`config.mk`:
```
export PLATFORM = sky130hd
export DESIGN_NAME = branch_recovery_sequencer
export DESIGN_NICKNAME = d
export VERILOG_FILES = /design/src/rtl/recovery_pkg.sv /design/src/rtl/cp_age_select.sv /design/src/rtl/branch_recovery_sequencer.sv
export SDC_FILE = /design/constraint.sdc
export NUM_CORES = 1
export LEC_CHECK = 0
export CORE_MARGIN = 2
export CORE_UTILIZATION = 40
export CTS_BUF_LIST = sky130_fd_sc_hd__clkbuf_2 sky130_fd_sc_hd__clkbuf_4 sky130_fd_sc_hd__clkbuf_8
export DETAILED_ROUTE_END_ITERATION = 7
export PLACE_DENSITY_LB_ADDON = 0.05
export SYNTH_ARGS = -nofsm -noshare
export SYNTH_HDL_FRONTEND = slang
export SYNTH_SLANG_ARGS = --single-unit
export TNS_END_PERCENT = 100
```
`constraint.sdc`:
```
create_clock -name clk -period 7 [get_ports clk]
set_input_delay 1.05 -clock clk [delete_from_list [all_inputs] [get_ports clk]]
set_output_delay 1.05 -clock clk [all_outputs]
set_load 0.05 [all_outputs]
```
`src/rtl/recovery_pkg.sv`:
```
// Shared types and helpers for the branch recovery sequencer.
package recovery_pkg;

    localparam int unsigned CP_AGE_MAX_W = 8;

    typedef enum logic [1:0] {
        IDLE,
        RECALL,
        DRAIN
    } recovery_state_t;

    typedef logic [CP_AGE_MAX_W-1:0] cp_age_t;

    // Age relative to the checkpointer head, wrapped to the live id width.
    function automatic cp_age_t cp_age(input cp_age_t id, input cp_age_t oldest,
                                       input int unsigned width);
        cp_age_t mask;
        mask = cp_age_t'((32'd1 << width) - 32'd1);
        return (id - oldest) & mask;
    endfunction

endpackage

```
`src/rtl/cp_age_select.sv`:
```
// Combinational oldest-of-N select: smallest age wins, lower lane wins ties.
module cp_age_select #(
    parameter int unsigned N = 2,
    parameter int unsigned W = 3
) (
    input  logic [N-1:0]                          valid,
    input  logic [N-1:0][W-1:0]                   age,
    output logic                                  found,
    output logic [((N > 1) ? $clog2(N) : 1)-1:0]  idx,
    output logic [W-1:0]                          age_min
);

    localparam int unsigned IW = (N > 1) ? $clog2(N) : 1;

    always_comb begin
        found   = 1'b0;
        idx     = '0;
        age_min = '0;
        for (int unsigned i = 0; i < N; i++) begin
            if (valid[i] && (!found || age[i] < age_min)) begin
                found   = 1'b1;
                idx     = IW'(i);
                age_min = age[i];
            end
        end
    end

endmodule

```
`src/rtl/branch_recovery_sequencer.sv`:
```
// Misprediction recovery sequencer for rename: oldest-mispredict recall, drain stall, validation filter.
// Optional perf counters enabled by defining RECOVERY_PERF_CNT_EN.
module branch_recovery_sequencer
    import recovery_pkg::*;
#(
    parameter int unsigned NUM_BR       = 2,
    parameter int unsigned NUM_CP       = 8,
    parameter int unsigned AL_SIZE      = 32,
    parameter int unsigned DRAIN_CYCLES = 2
) (
    input  logic                                       clk,
    input  logic                                       reset,
    input  logic                                       ext_flush,
    input  logic [NUM_BR-1:0]                          br_valid,
    input  logic [NUM_BR-1:0]                          br_mispredict,
    input  logic [NUM_BR-1:0][$clog2(NUM_CP)-1:0]      br_cp_id,
    input  logic [NUM_BR-1:0][$clog2(AL_SIZE)-1:0]     br_al_idx,
    input  logic [NUM_BR-1:0][31:0]                    br_target,
    input  logic [$clog2(NUM_CP)-1:0]                  oldest_cp_id,
    output logic                                       recall_valid,
    output logic [$clog2(NUM_CP)-1:0]                  recall_cp_id,
    output logic [$clog2(AL_SIZE)-1:0]                 recall_al_front,
    output logic                                       redirect_valid,
    output logic [31:0]                                redirect_pc,
    output logic [NUM_BR-1:0]                          validate,
    output logic [NUM_BR-1:0][$clog2(NUM_CP)-1:0]      validated_id,
    output logic                                       rename_stall,
    output logic                                       busy,
    output logic [31:0]                                perf_recalls,
    output logic [31:0]                                perf_stall_cycles
);

    localparam int unsigned CP_W  = $clog2(NUM_CP);
    localparam int unsigned SEL_W = (NUM_BR > 1) ? $clog2(NUM_BR) : 1;
    localparam int unsigned CNT_W = (DRAIN_CYCLES > 1) ? $clog2(DRAIN_CYCLES) : 1;

    recovery_state_t             state;
    logic [CNT_W-1:0]            drain_cnt;
    logic [NUM_BR-1:0][CP_W-1:0] lane_age;
    logic [NUM_BR-1:0]           mispredict;
    logic [NUM_BR-1:0]           validation;
    logic [NUM_BR-1:0]           forward;
    logic                        cand_found;
    logic [SEL_W-1:0]            cand_idx;
    logic [CP_W-1:0]             cand_age;
    logic [CP_W-1:0]             active_age;
    logic                        recall_active;
    logic                        ref_found;
    logic [0:0]                  ref_idx;
    logic [CP_W-1:0]             ref_age;
    logic                        take;

    always_comb begin
        for (int unsigned i = 0; i < NUM_BR; i++) begin
            lane_age[i]   = CP_W'(cp_age(cp_age_t'(br_cp_id[i]), cp_age_t'(oldest_cp_id), CP_W));
            mispredict[i] = br_valid[i] & br_mispredict[i];
            validation[i] = br_valid[i] & ~br_mispredict[i];
        end
        active_age    = CP_W'(cp_age(cp_age_t'(recall_cp_id), cp_age_t'(oldest_cp_id), CP_W));
        recall_active = (state != IDLE);
    end

    cp_age_select #(.N(NUM_BR), .W(CP_W)) u_cand_select (
        .valid   (mispredict),
        .age     (lane_age),
        .found   (cand_found),
        .idx     (cand_idx),
        .age_min (cand_age)
    );

    // Lane 0 is the active recall so it wins age ties: the new winner takes over
    // only when strictly older. The same min age is the validation reference.
    cp_age_select #(.N(2), .W(CP_W)) u_ref_select (
        .valid   ({cand_found, recall_active}),
        .age     ({cand_age, active_age}),
        .found   (ref_found),
        .idx     (ref_idx),
        .age_min (ref_age)
    );

    always_comb begin
        take = ref_found && (ref_idx == 1'b1);
        for (int unsigned i = 0; i < NUM_BR; i++) begin
            forward[i] = validation[i] && (!ref_found || (lane_age[i] < ref_age));
        end
    end

    always_ff @(posedge clk) begin
        if (reset || ext_flush) begin
            state           <= IDLE;
            drain_cnt       <= '0;
            recall_valid    <= 1'b0;
            redirect_valid  <= 1'b0;
            recall_cp_id    <= '0;
            recall_al_front <= '0;
            redirect_pc     <= '0;
            validate        <= '0;
            validated_id    <= '0;
            rename_stall    <= 1'b0;
            busy            <= 1'b0;
        end else begin
            validate <= forward;
            for (int unsigned i = 0; i < NUM_BR; i++) begin
                validated_id[i] <= forward[i] ? br_cp_id[i] : '0;
            end
            recall_valid   <= 1'b0;
            redirect_valid <= 1'b0;
            if (take) begin
                state           <= RECALL;
                drain_cnt       <= '0;
                recall_valid    <= 1'b1;
                redirect_valid  <= 1'b1;
                recall_cp_id    <= br_cp_id[cand_idx];
                recall_al_front <= br_al_idx[cand_idx];
                redirect_pc     <= br_target[cand_idx];
                rename_stall    <= 1'b1;
                busy            <= 1'b1;
            end else begin
                case (state)
                    RECALL: begin
                        state        <= DRAIN;
                        drain_cnt    <= CNT_W'(DRAIN_CYCLES - 1);
                        rename_stall <= 1'b1;
                        busy         <= 1'b1;
                    end
                    DRAIN: begin
                        if (drain_cnt == '0) begin
                            state        <= IDLE;
                            rename_stall <= 1'b0;
                            busy         <= 1'b0;
                        end else begin
                            drain_cnt <= drain_cnt - CNT_W'(1);
                        end
                    end
                    default: begin
                        state        <= IDLE;
                        rename_stall <= 1'b0;
                        busy         <= 1'b0;
                    end
                endcase
            end
        end
    end

`ifdef RECOVERY_PERF_CNT_EN
    always_ff @(posedge clk) begin
        if (reset) begin
            perf_recalls      <= '0;
            perf_stall_cycles <= '0;
        end else begin
            if (recall_valid) perf_recalls <= perf_recalls + 32'd1;
            if (rename_stall) perf_stall_cycles <= perf_stall_cycles + 32'd1;
        end
    end
`else
    assign perf_recalls      = '0;
    assign perf_stall_cycles = '0;
`endif

endmodule

```
==> results.md <==
- Status: complete, no violations
- Worst slew pin tran: 0.758 ns
- CP max stage delay: 0.52 ns
- Ports: 206
- Fmax: 158 MHz
- DR iter-0 viols: 48
- Final WL: 8.50 mm
- Clock tree buffer depth: 2
- CTS tree: done
- Sequential share of the synthesized area: 29.6%
- Post-synth EDFFs: 0
- P_int: 563 µW
- RR Endpoint: validated_id[1]
- All-Layer GR Usage: 17.0%
- Total CTS buffers: 5
- Critical path depth: 22
- Cells along the critical path: clkdlybuf4s50_1 > ha_1 > inv_1 > fa_1 > xor2_1 > xnor2_1 > and3_1 > inv_1 > ha_1 > and3b_1 > a32o_2 > mux2_2 > ha_1 > a2111oi_0 > o21a_1 > buf_4 > nor3_1 > a21oi_1 > ha_1 > a2111oi_0 > a31oi_1 > nor2b_1
- Setup crit start: oldest_cp_id[0]
- Die width: 98.7 µm
- Slew Limit Fails: 0
- Leak: 0.00187 µW
- Placer Congestion: 0.810
- Root Driver: clkbuf_8
- P_sw: 409 µW
- Initial antenna violation count: 0
- Combinational cell fraction of total power: 47.5%
- Switch share: 42.1%
- Ys flop type: dfxtp_1
- Clock network fraction of total power: 18.2%
- PostCTS Resize Cnt: 0
- Worst R2R Path Depth: 17
- Flip-flop and latch count after synthesis: 53
- Max IR drop VDD: 92.0 µV
- Gr ovfl total: 0
- Worst skew pair latency: 0.31 ns
- Postcts setup bufs: 0
- Unique cell type count in the Yosys netlist: 46
- Sequential fraction of design power: 34.3%
- Via count: 2,924
- Hold Crit Class: flip-flop to flip-flop
- DRT Pass-1 Iters: 4
- Nets: 606
- Number of global-route vias before repair: 2,802
- WP data arrival: 6.58 ns
- Top cell by count, worst path: ha_1
- Max Cap Viol: 0
- Routed len/inst: 14.0 µm
- Num rows: 34
- Slew headroom: 49.5%
- Synthesized instance count: 371
- Detail Placement HPWL: 6.46 mm
- DRC violations left: 0
- Share of layout cells above drive strength 1: 12.2%
- Setup TNS: 0 ns
- FF-to-FF Start: recall_cp_id[0]
- Final setup violating endpoints: 0
- Die Ht: 98.7 µm
- Detail Route Antenna Nets: 0
- Tmin final: 6.34 ns
- Clk sinks: 53
- Die ar.: 9740 µm²
- Max FO, Critical Path: 28
- Tcrit/Tclk final: 90.6%
- Port Buffers: 141
- Core area: 8720 µm²
- Asr flop ratio synth: 0%
- Antenna cells: 0
- CP bufs+invs: 4
- Hold Fails Final Rpt: 0
- Endpoint type of the worst setup path: flip-flop
- Mapped cell area: 3590 µm²
- Htree depth: 2
- Reg2reg setup slack: 2.84 ns
- Via density: 4.82
- CP startpoint kind: input pin
- Final core utilization: 56.0%
- Setup Skew: 0.0115 ns
- Yosys Warn Count: 0
- Synth-to-layout area growth: 36.2%
- P per Cell Area: 199 nW/µm²
- Largest net degree at the start of global routing: 46
- Crit Path Category: input pin to flip-flop
- CP max-delay cell: clkdlybuf4s50_1
- First-pass GRT wire length: 13.5 mm
- RSZ-0062 raised after global routing: no
- Mean area per synthesized cell: 9.67 µm²
- Clock transition at path regs: 0.09 ns
- Critical path required time: 7.24 ns
- Initial Util: 41.1%
- Worst setup path endpoint: validated_id[1]
- CTS hold repair buffers: 0
- Top delay family on crit path: compound AO/OA/AOI/OAI gates
[area by class of cell]
class | count | area, µm²
Sequential cell | 53 | 1060
Clock inverter | 1 | 7.51
Tap cell | 108 | 135
Timing Repair Buffer | 148 | 1460
Fill cell | 811 | 3830
Multi-Input combinational cell | 270 | 2060
Clock buffer | 6 | 82.6
Inverter | 21 | 78.8
[power by group through the flow]
stage	registers [µW]	logic [µW]	clock network [µW]
6_report	333	462	177
5_1_grt	337	493	199
4_1_cts	334	465	186
3_5_place_dp	340	463	0
3_3_place_gp	340	459	0
2_1_floorplan	410	295	0
[Yosys cell counts, types with 2 or more instances]
library cell	number	share of area, %
a2111oi_0	3	0.73
a211oi_1	2	0.42
a211oi_2	39	14
a21oi_1	4	0.56
a22oi_1	2	0.42
a31oi_1	3	0.52
and3b_1	2	0.49
buf_2	9	1.3
buf_4	66	14
buf_6	5	1.6
clkbuf_1	8	0.84
dfxtp_1	53	30
fa_1	3	1.7
ha_1	14	4.9
inv_1	21	2.2
mux2_2	2	0.63
mux2i_1	40	11
nand2_1	3	0.31
nand2b_1	2	0.35
nand3_1	4	0.56
nand3b_1	2	0.42
nor2_1	9	0.94
nor2b_1	4	0.70
nor3_1	41	5.7
o21ai_0	5	0.70
xnor2_1	3	0.73
xor2_1	3	0.73
[metal layers]
| metal | GRT usage (%) | share of wire, % | vias up |
|---|---|---|---|
| met1 | 20.8 | 41 | 1356 |
| met5 | 0 | 0 | - |
| li1 | - | - | 1444 |
| met3 | 5.82 | 8.6 | 9 |
| met2 | 28.7 | 49 | 115 |
| met4 | 4.43 | 1.2 | 0 |
[tightest hold or removal path, cell delays in order, from the launching register on]
cell and delay [ns]:
dfxtp_1 0.33, nand3_1 0.08, a21oi_1 0.06
[cell usage in the layout (no fill, tap or decap), types with 2 or more instances in the layout]
cell             Yosys  routed
mux2_2               2       2
clkbuf_8             0       6
fa_1                 3       3
buf_4               66       7
a211oi_1             2       2
a22oi_1              2       2
a211oi_2            39      39
nand2_1              3       3
clkdlybuf4s50_1      0     141
nor2_1               9       8
or2_2                1       2
inv_1               21      21
nand3b_1             2       2
conb_1               1      64
and3b_1              2       2
a21oi_1              4       4
a2111oi_0            3       3
nand3_1              4       4
nor2b_1              4       4
ha_1                14      14
dfxtp_1             53      53
mux2i_1             40      40
xor2_1               3       3
nor3_1              41      41
xnor2_1              3       3
a31oi_1              3       3
nand2b_1             2       2
o21ai_0              5       5
[per-stage QoR]
stage                     hold slack [ns]  setup WS (ns)  power [µW]  cells  area (µm²)
after floorplan                     0.479           1.25         706    434        3820
after global placement              0.497          0.593         799    600        4800
after detailed placement            0.508          0.412         803    600        4800
after CTS                           0.519          0.723         985    607        4890
after global routing                0.564          0.283        1030    607        4890
final                               0.519          0.661         972    607        4890
[flip-flops by register name, summed over array words and instances (netlist names)]
register and flops:
recall_cp_id 3, drain_cnt 1, busy 1, validate 2, validated_id 6, redirect_pc 32, recall_al_front 5, redirect_valid 1
state 2
[cells by family after synthesis]
| group | after synthesis | synth area share (%) |
|---|---|---|
| buffers and inverters | 111 | 19.9 |
| XOR/XNOR | 6 | 1.47 |
| AO/OA/AOI/OAI | 69 | 20.1 |
| AND/OR/NAND/NOR | 71 | 10.2 |
| adder cells (fa/ha/maj) | 17 | 6.56 |
| flip-flops | 53 | 29.6 |
| multiplexers | 43 | 12.1 |
| other | 1 | 0.105 |
[worst min-delay path by stage]
stage | start | to | slack (ns) | cells past startpoint
2_1_floorplan | state[0] | state[0] | 0.48 | 2
3_3_place_gp | state[0] | state[0] | 0.50 | 2
3_5_place_dp | state[0] | state[0] | 0.51 | 2
4_1_cts | state[0] | state[0] | 0.52 | 2
5_1_grt | state[1] | state[1] | 0.56 | 2
6_report | state[0] | state[0] | 0.52 | 2
Note: power is estimated with default switching activity, not from simulation.
